===== config.mk =====
export PLATFORM = sky130hd
export DESIGN_NAME = fifo_byte_packer
export DESIGN_NICKNAME = d
export VERILOG_FILES = /design/src/rtl/fifo_byte_packer.sv
export SDC_FILE = /design/constraint.sdc
export NUM_CORES = 1
export LEC_CHECK = 0
export ABC_CLOCK_PERIOD_IN_PS = 6800
export CAP_MARGIN = 30
export CORE_MARGIN = 3
export CORE_UTILIZATION = 58
export CTS_CLUSTER_DIAMETER = 60
export DETAILED_ROUTE_END_ITERATION = 12
export PLACE_DENSITY = 0.85
export SLEW_MARGIN = 40
export SYNTH_ARGS = -nofsm -noshare
export SYNTH_HDL_FRONTEND = slang
export SYNTH_SLANG_ARGS = --single-unit

===== constraint.sdc =====
create_clock -name clk -period 6.8 [get_ports clk]
set_input_delay 0.68 -clock clk [delete_from_list [all_inputs] [get_ports clk]]
set_output_delay 0.68 -clock clk [all_outputs]
set_load 0.1 [all_outputs]

===== src/rtl/fifo_byte_packer.sv =====
// Packs PACK_RATIO consecutive FIFO entries into one wide word and presents it on a
// valid/ready port with a lane-keep mask. A flush request forces out a partial word.
module fifo_byte_packer #(
  parameter int IN_WIDTH   = 8,
  parameter int PACK_RATIO = 4,
  localparam int OUT_WIDTH = IN_WIDTH * PACK_RATIO
) (
  input  logic                  clk,
  input  logic                  reset,
  output logic                  fifo_rd_en,
  input  logic [IN_WIDTH-1:0]   fifo_rd_data,
  input  logic                  fifo_rd_val,
  input  logic                  flush,
  output logic [OUT_WIDTH-1:0]  out_data,
  output logic [PACK_RATIO-1:0] out_keep,
  output logic                  out_valid,
  input  logic                  out_ready
);

  localparam int CNT_W = $clog2(PACK_RATIO + 1);
  localparam int SUM_W = CNT_W + 1;
  localparam logic [CNT_W-1:0] CNT_FULL  = CNT_W'(PACK_RATIO);
  localparam logic [CNT_W-1:0] CNT_ZERO  = {CNT_W{1'b0}};
  localparam logic [CNT_W-1:0] CNT_ONE   = CNT_W'(1);
  localparam logic [SUM_W-1:0] SUM_LIMIT = SUM_W'(PACK_RATIO);

  function automatic logic [PACK_RATIO-1:0] keep_mask(input logic [CNT_W-1:0] lanes);
    logic [PACK_RATIO-1:0] m;
    m = {PACK_RATIO{1'b0}};
    for (int k = 0; k < PACK_RATIO; k++) begin
      m[k] = (CNT_W'(k) < lanes);
    end
    return m;
  endfunction

  function automatic logic [OUT_WIDTH-1:0] mask_lanes(input logic [OUT_WIDTH-1:0] word,
                                                      input logic [PACK_RATIO-1:0] keep);
    logic [OUT_WIDTH-1:0] res;
    res = {OUT_WIDTH{1'b0}};
    for (int k = 0; k < PACK_RATIO; k++) begin
      res[k*IN_WIDTH +: IN_WIDTH] = keep[k] ? word[k*IN_WIDTH +: IN_WIDTH] : {IN_WIDTH{1'b0}};
    end
    return res;
  endfunction

  logic [OUT_WIDTH-1:0]  acc_r;
  logic [CNT_W-1:0]      cnt_r;
  logic                  pend_r;
  logic                  flush_req_r;
  logic                  rd_en_r;
  logic [OUT_WIDTH-1:0]  out_data_r;
  logic [PACK_RATIO-1:0] out_keep_r;
  logic                  out_valid_r;

  logic                  accept_s;
  logic                  out_free_s;
  logic                  full_s;
  logic                  flush_ready_s;
  logic                  transfer_s;
  logic                  flush_drop_s;
  logic [SUM_W-1:0]      inflight_s;
  logic                  rd_en_nxt_s;
  logic [OUT_WIDTH-1:0]  acc_nxt_s;
  logic [CNT_W-1:0]      cnt_nxt_s;
  logic                  flush_req_nxt_s;
  logic [PACK_RATIO-1:0] keep_nxt_s;
  logic [OUT_WIDTH-1:0]  out_data_nxt_s;
  logic [PACK_RATIO-1:0] out_keep_nxt_s;
  logic                  out_valid_nxt_s;

  // Control decisions: accept, transfer, flush resolution and the read-request rule
  always_comb begin
    accept_s      = pend_r & fifo_rd_val;
    out_free_s    = ~out_valid_r | out_ready;
    full_s        = (cnt_r == CNT_FULL);
    flush_ready_s = flush_req_r & ~pend_r;
    transfer_s    = out_free_s & (full_s | (flush_ready_s & (cnt_r != CNT_ZERO)));
    flush_drop_s  = flush_ready_s & (cnt_r == CNT_ZERO);
    // Held lanes plus reads in flight must never exceed one word.
    inflight_s    = SUM_W'(cnt_r) + SUM_W'(pend_r) + SUM_W'(rd_en_r);
    rd_en_nxt_s   = (inflight_s < SUM_LIMIT) & ~flush_req_r & ~flush;
  end

  // Accumulator, lane counter and flush latch next-state
  always_comb begin
    acc_nxt_s       = acc_r;
    cnt_nxt_s       = cnt_r;
    flush_req_nxt_s = flush_req_r;
    if (transfer_s) begin
      acc_nxt_s = {OUT_WIDTH{1'b0}};
      cnt_nxt_s = CNT_ZERO;
    end else if (accept_s) begin
      for (int k = 0; k < PACK_RATIO; k++) begin
        acc_nxt_s[k*IN_WIDTH +: IN_WIDTH] = (cnt_r == CNT_W'(k)) ? fifo_rd_data
                                                                 : acc_r[k*IN_WIDTH +: IN_WIDTH];
      end
      cnt_nxt_s = cnt_r + CNT_ONE;
    end else begin
      acc_nxt_s = acc_r;
      cnt_nxt_s = cnt_r;
    end
    if (transfer_s || flush_drop_s) begin
      flush_req_nxt_s = 1'b0;
    end else if (flush) begin
      flush_req_nxt_s = 1'b1;
    end else begin
      flush_req_nxt_s = flush_req_r;
    end
  end

  // Output register next-state: load on transfer, retire on handshake, otherwise hold
  always_comb begin
    keep_nxt_s      = keep_mask(cnt_r);
    out_data_nxt_s  = out_data_r;
    out_keep_nxt_s  = out_keep_r;
    out_valid_nxt_s = out_valid_r;
    if (transfer_s) begin
      out_data_nxt_s  = mask_lanes(acc_r, keep_nxt_s);
      out_keep_nxt_s  = keep_nxt_s;
      out_valid_nxt_s = 1'b1;
    end else if (out_ready) begin
      out_valid_nxt_s = 1'b0;
    end else begin
      out_valid_nxt_s = out_valid_r;
    end
  end

  // Packing state registers
  always_ff @(posedge clk or negedge reset) begin
    if (!reset) begin
      acc_r       <= {OUT_WIDTH{1'b0}};
      cnt_r       <= CNT_ZERO;
      pend_r      <= 1'b0;
      flush_req_r <= 1'b0;
      rd_en_r     <= 1'b0;
    end else begin
      acc_r       <= acc_nxt_s;
      cnt_r       <= cnt_nxt_s;
      pend_r      <= rd_en_r;
      flush_req_r <= flush_req_nxt_s;
      rd_en_r     <= rd_en_nxt_s;
    end
  end

  // Downstream output register
  always_ff @(posedge clk or negedge reset) begin
    if (!reset) begin
      out_data_r  <= {OUT_WIDTH{1'b0}};
      out_keep_r  <= {PACK_RATIO{1'b0}};
      out_valid_r <= 1'b0;
    end else begin
      out_data_r  <= out_data_nxt_s;
      out_keep_r  <= out_keep_nxt_s;
      out_valid_r <= out_valid_nxt_s;
    end
  end

  assign fifo_rd_en = rd_en_r;
  assign out_data   = out_data_r;
  assign out_keep   = out_keep_r;
  assign out_valid  = out_valid_r;

endmodule

==> results of run 1 <==
-- final cells by class --
type	instances	area [um^2]	share of cell area, %
clock buffers	11	141.4	3.720
clock inverters	5	52.55	1.382
inverters	34	127.6	3.357
multi-input cells	197	1176	30.94
flip-flops and latches	75	1877	49.37
well taps	70	87.58	2.304
repair buffers	53	339.1	8.920
-- through the flow --
stage / cells / utilization, % / cell area, um^2 / setup WS [ns]
global placement: 428 / 70.83 / 3779 / 3.066
floorplan: 329 / - / 3337 / 4.514
detailed placement: 429 / 67.61 / 3607 / 3.354
finish: 445 / 71.25 / 3801 / 3.285
global route: 445 / 71.25 / 3801 / 2.988
CTS: 445 / 71.25 / 3801 / 3.349
-- cells in the mapped netlist (all sizes together) --
library cell,count
dfrtp,75
nand2,67
a21oi,35
inv,34
mux2i,32
nand3,18
o21ai,16
buf,13
clkbuf,10
ha,4
mux2,4
nor2,4
and4b,3
nand4b,3
a21o,1
nand3b,1
nor2b,1
nor3,1
nor4,1
nor4bb,1
or2,1
or3,1
or3b,1
xnor2,1
xor2,1
-- layout by cell type, fill, tap and decap left out, types with 3 or more instances in the layout --
| master | synthesis | layout |
|---|---|---|
| nand2_1 | 67 | 67 |
| and4b_1 | 3 | 3 |
| dfrtp_1 | 75 | 75 |
| buf_2 | 6 | 39 |
| mux2i_1 | 32 | 32 |
| a21oi_1 | 34 | 34 |
| o21ai_0 | 16 | 16 |
| mux2_2 | 4 | 4 |
| clkinv_2 | 0 | 3 |
| nand4b_1 | 3 | 3 |
| clkbuf_8 | 0 | 10 |
| nor2_1 | 4 | 4 |
| inv_1 | 34 | 34 |
| nand3_1 | 18 | 18 |
| ha_1 | 4 | 4 |
| clkdlybuf4s50_1 | 0 | 11 |
-- cells by family (layout without fill, tap and decap cells) --
group | count (synthesis) | count (layout) | share of synthesized area [%]
adders and majority gates | 4 | 4 | 1.500
DFF | 75 | 75 | 56.24
buffers and inverters | 57 | 103 | 8.736
AOI/OAI and AO/OA | 52 | 52 | 7.987
and+or+nand+nor | 103 | 103 | 14.06
muxes | 36 | 36 | 10.95
xor gates and xnor gates | 2 | 2 | 0.5250
-- worst max-delay path: stages, from the launching register on --
cell,delay (ns)
dfrtp_1,0.76
inv_1,0.43
ha_1,0.36
or3b_1,0.44
a21oi_4,0.47
buf_4,0.55
mux2_2,0.39
-- registers in the layout, indices dropped and copies added (netlist names) --
signal	count
pend_r	1
out_valid	1
fifo_rd_en	1
acc_r	32
out_keep	4
out_data	32
flush_req_r	1
cnt_r	3
-- metal layers --
metal	vias to the layer above	GRT usage (%)
met4	0	10.63
li1	1159	-
met1	1193	29.78
met5	-	0
met2	77	34.25
met3	12	3.728
-- how the worst min path moves through the flow --
stage | start | to | slack, ns | cells past startpoint
5_1_grt | fifo_rd_en$_DFF_PN0_ | pend_r$_DFF_PN0_ | 0.44 | 0
6_report | fifo_rd_en$_DFF_PN0_ | pend_r$_DFF_PN0_ | 0.42 | 0
3_5_place_dp | fifo_rd_en$_DFF_PN0_ | pend_r$_DFF_PN0_ | 0.39 | 0
3_3_place_gp | fifo_rd_en$_DFF_PN0_ | pend_r$_DFF_PN0_ | 0.40 | 0
2_1_floorplan | reset | acc_r[0]$_DFFE_PN0P_ | 0.38 | 0
4_1_cts | fifo_rd_en$_DFF_PN0_ | pend_r$_DFF_PN0_ | 0.42 | 0
-- power groups by stage --
stage	Clock (mW)	Sequential (mW)	Combinational, mW
CTS	0.341	0.646	0.718
finish	0.337	0.647	0.716
floorplan	0	0.879	0.405
global route	0.363	0.665	0.764
global placement	0	0.649	0.728
detailed placement	0	0.653	0.714
==> impl_metrics.csv, run 1 <==
group,metric,value,unit
outcome,status,"finished, final reports clean",
logic_synthesis,yosysSeqAreaShare,56.24,%
clock_tree,cts-root-buf,"clkbuf_8",
logic_synthesis,synth_cell_types,30,
setup_path,ff2ff_setup_slack,3.28,ns
global_routing,antenna_found_initial,0,
job,timing.max_cap.violations,0,
timing,finalCritPeriodShare,51.70,%
clock_tree,cts-resized-gates,0,
detailed_routing,wl_per_cell,14.79,um
clock_tree,insertion_delay,0.35,ns
timing,tns,0,ns
pwr,cellInternalPower,926.6,uW
clock_tree,cts.clk_slew.worst_paths,0.07,ns
timing,timing.hold.ws,0.4167,ns
setup_path,cp-endpoint,"out_keep[2]$_DFFE_PN0P_",
setup_path,r2r_start,"cnt_r[1]$_DFFE_PN0P_",
global_routing,grt_usage,21.92,%
pwr,ir_worst_vdd,0.3098,mV
timing,finalHoldViolations,0,
floorplan,num_rows,26,
logic_synthesis,synth_seq_cells,75,
setup_path,crit_fanout,39,
timing,slew_violations,0,
detailed_routing,antenna_left,0,
setup_path,r2r-end,"out_keep[2]$_DFFE_PN0P_",
global_routing,overflow,0,
detailed_routing,wl_met3,365,um
setup_path,endpoint_kind,"flop",
pwr,leakage,1.768,nW
detailed_routing,top_layer,"met4",
setup_path,critPathLaunch,"cnt_r[1]$_DFFE_PN0P_",
placed_design,place_congestion,0.7997,
logic_synthesis,synthCells,329,
clock_tree,cts_tree,"yes",
floorplan,die_height,81.85,um
pwr,clockPowerShare,19.8,%
final_layout,antennaDiodeCount,0,
timing,rsz0062_at_grt,"false",
clock_tree,cts_setup_buffers,0,
floorplan,core_area,0.005335,mm^2
setup_path,worst-setup-path-type,"flop to flop",
global_routing,grt_max_degree,76,
logic_synthesis,yosys_warnings,0,
placed_design,dp_hpwl,4235,um
floorplan,die_w,81.85,um
clock_tree,cts_made_buffers,9,
clock_tree,cts_buffer_depth,2,
placed_design,placement.io_buffers,50,
pwr,p_switching,773.5,uW
pwr,total_power,1.700,mW
detailed_routing,wl,6582,um
detailed_routing,wl_met1,3023,um
final_layout,fin_nets,387,
floorplan,start_util,62.55,%
final_layout,synthToLayoutAreaGrowth,13.91,%
logic_synthesis,syn_nets,346,
detailed_routing,post_drt_via_cell_ratio,5.485,
timing,setup_violations,0,
timing,min_period,3.515,ns
timing,worst_slew_pin_slew,0.6683,ns
final_layout,drive_gt1_share,16.80,%
detailed_routing,route.met2.wl,3062,um
worst_hold_path,hold_path_class,"flop to flop",
floorplan,pin_count,51,
logic_synthesis,syn-cell-area,0.003337,mm^2
setup_path,ff2ff_path_depth,6,
setup_path,cp_data_required_time,7.03,ns
pwr,p_sw_share,45.50,%
floorplan,dieArea,0.006699,mm^2
timing,slew_headroom,55.45,%
timing,skew,0.008842,ns
timing,fmax,284.5,MHz
logic_synthesis,syn_area_per_cell,10.14,um^2
global_routing,grt_pass1_wl,11170,um
clock_tree,clkSinkCount,75,
pwr,powerDensity,447.2,mW/mm^2
clock_tree,htreeDepth,3,
final_layout,fill_cells,418,
detailed_routing,num_vias,2441,
logic_synthesis,synth_top_area_share,56.24,%
detailed_routing,drt_iter0_markers,244,
setup_path,start_kind,"flop",
logic_synthesis,synth_area_leader_cell,"dfrtp_1",
pwr,p_comb_share,42.1,%
clock_tree,holdBufCountCts,0,
global_routing,grt_pass1_vias,2435,
logic_synthesis,ys_top_cells_by_area,"dfrtp_1, mux2i_1, nand2_1",
detailed_routing,drc,0,
setup_path,critPathArrivalTime,3.75,ns
pwr,sequentialPowerShare,38.1,%
detailed_routing,dr.pass1.iters,6,
Note: power is estimated with default switching activity, not from simulation.
==> run 2, diff against run 1 <==
- ABC_CLOCK_PERIOD_IN_PS: 6800 -> 3350
- CORE_UTILIZATION: 58 -> 53
- PLACE_DENSITY: 0.85 -> 0.79
- clock period: 6.8 -> 3.35 ns (I/O delays scaled with it)
==> run 2 against run 1 <==
The run now ends with hold timing left. First-iteration DRC count down 10%. Combinational power up 110%. Maximum frequency up 29%.
==> impl_metrics.csv, run 2 (synthesis gave the netlist of run 1 again) <==
group,metric,value,unit
setup_path,crit_chain,"inv_1 -> ha_1 -> or3b_1 -> a21oi_4 -> buf_4 -> mux2i_1",
pwr,powerDensity,914.4,mW/mm^2
pwr,p_switching,1.561,mW
pwr,leakage,1.801,nW
timing,fmax,366.9,MHz
placed_design,place_congestion,0.8216,
final_layout,seqCellArea,0.001877,mm^2
setup_path,endpoint_kind,"flop",
detailed_routing,num_vias,2409,
timing,finalHoldViolations,3,
timing,timing.hold.ws,-0.01013,ns
final_layout,fin_nets,392,
pwr,ir_worst_vdd,0.5908,mV
global_routing,antenna_found_initial,0,
placed_design,dp_cells,439,
detailed_routing,wl,6622,um
final_layout,final_common_cell,"dfrtp_1",
setup_path,r2r-end,"out_data[21]$_DFFE_PN0P_",
global_routing,met3_usage,4.854,%
setup_path,ff2ff_setup_slack,0.62,ns
timing,skew,0.007957,ns
timing,finalCritPeriodShare,81.36,%
final_layout,antennaDiodeCount,0,
global_routing,grt.met1_usage,28.72,%
setup_path,cp_slowest_stage_delay,0.74,ns
detailed_routing,drc,0,
setup_path,cp_data_required_time,3.61,ns
clock_tree,cts-resized-gates,0,
clock_tree,clkSinkCount,75,
final_layout,post-route-util,64.04,%
clock_tree,cts_buffer_depth,2,
pwr,p_sw_share,44.25,%
global_routing,overflow,0,
pwr,p_comb_share,42.7,%
timing,timing.final.ws_setup,0.6243,ns
pwr,sequentialPowerShare,37.2,%
clock_tree,cts-root-buf,"clkbuf_8",
setup_path,ff2ff_path_depth,6,
pwr,clockPowerShare,20.1,%
placed_design,dp_worst_setup_slack,0.6362,ns
detailed_routing,antenna_left,0,
clock_tree,htreeDepth,3,
timing,setup_violations,0,
timing,min_period,2.726,ns
timing,slew_headroom,53.96,%
outcome,status,"finished with violations",
floorplan,num_rows,28,
global_routing,grt_usage,20.31,%
setup_path,cp_slowest_cell,"dfrtp_1",
detailed_routing,drt_iter0_markers,219,
global_routing,use_met2,29.59,%
floorplan,die_height,85.35,um
detailed_routing,dr.pass1.iters,4,
detailed_routing,post_drt_via_cell_ratio,5.318,
clock_tree,insertion_delay,0.35,ns
setup_path,critPathLaunch,"cnt_r[1]$_DFFE_PN0P_",
timing,rsz0062_at_grt,"false",
global_routing,grt_pass1_wl,11480,um
final_layout,drive_gt1_share,17.72,%
floorplan,core_area,0.006026,mm^2
detailed_routing,wl_per_cell,14.62,um
placed_design,placement.io_buffers,50,
job,timing.max_cap.violations,0,
final_layout,stdcell_count,453,
clock_tree,holdBufCountCts,0,
floorplan,dieArea,0.007285,mm^2
timing,tns,0,ns
outcome,failed_checks,"hold timing",
floorplan,pin_count,51,
final_layout,layout_common_cells,"dfrtp_1, nand2_1, buf_2",
clock_tree,cts_made_buffers,9,
clock_tree,cts_setup_buffers,0,
global_routing,grt_pass1_vias,2312,
timing,worst_slew_pin_slew,0.6906,ns
clock_tree,cts.clk_slew.worst_paths,0.07,ns
setup_path,worst-setup-path-type,"flop to flop",
floorplan,die_w,85.35,um
global_routing,grt_max_degree,76,
global_routing,grt_busiest_layer,"met2",
final_layout,multiInputGateArea,0.001176,mm^2
worst_hold_path,hold_path_class,"input pin to asynchronous set/reset pin",
final_layout,fill_cells,497,
setup_path,start_kind,"flop",
timing,slew_violations,0,
final_layout,synthToLayoutAreaGrowth,15.64,%
floorplan,start_util,55.38,%
clock_tree,cts_tree,"yes",
setup_path,critPathArrivalTime,2.98,ns
pwr,cellInternalPower,1.967,mW
setup_path,r2r_start,"cnt_r[1]$_DFFE_PN0P_",
setup_path,crit_fanout,23,
placed_design,dp_hpwl,4448,um
run 2: metal layers:
metal / share of wire, % / up-vias
met2: 46 / 70
li1: - / 1169
met3: 6.0 / 11
met4: 1.9 / 0
met1: 46 / 1159
met5: 0 / -
run 2: layout make-up:
type | count | share of cell area [%]
inverters | 34 | 3.307
multi-input cells | 197 | 30.48
repair buffers | 58 | 9.955
well taps | 75 | 2.432
clock inverters | 2 | 0.9079
flip-flops and latches | 75 | 48.64
clock buffers | 12 | 4.280
run 2: worst max-delay path: cells and delay by family, from the launching register on:
family          cells  cell delay [ns]
compound gates      1             0.56
fa+ha+maj           1             0.26
buf+inv             2             0.43
flops               1             0.74
mux                 1             0.23
simple gates        1             0.43
run 2: metrics by stage:
| stage | instance area [um^2] | power, mW |
|---|---|---|
| 5_1_grt | 3859 | 3.749 |
| 4_1_cts | 3859 | 3.557 |
| 3_5_place_dp | 3659 | 2.844 |
| 3_3_place_gp | 3845 | 2.886 |
| 6_report | 3859 | 3.528 |
| 2_1_floorplan | 3337 | 2.607 |
run 2: worst max-delay path by stage:
stage / to / slack [ns] / cells after the start
after floorplan: out_keep[0]$_DFFE_PN0P_ / 1.06 / 8
after global placement: out_data[16]$_DFFE_PN0P_ / 0.77 / 6
after detailed placement: out_data[21]$_DFFE_PN0P_ / 0.64 / 6
after CTS: out_data[21]$_DFFE_PN0P_ / 0.61 / 6
after global routing: out_data[6]$_DFFE_PN0P_ / 0.44 / 6
final: out_data[21]$_DFFE_PN0P_ / 0.62 / 6
run 2: power groups by stage:
stage	clock (mW)	combinational, mW	sequential, mW
2_1_floorplan	0	0.822	1.79
3_3_place_gp	0	1.56	1.32
3_5_place_dp	0	1.51	1.33
4_1_cts	0.721	1.52	1.31
5_1_grt	0.772	1.62	1.35
6_report	0.708	1.51	1.31
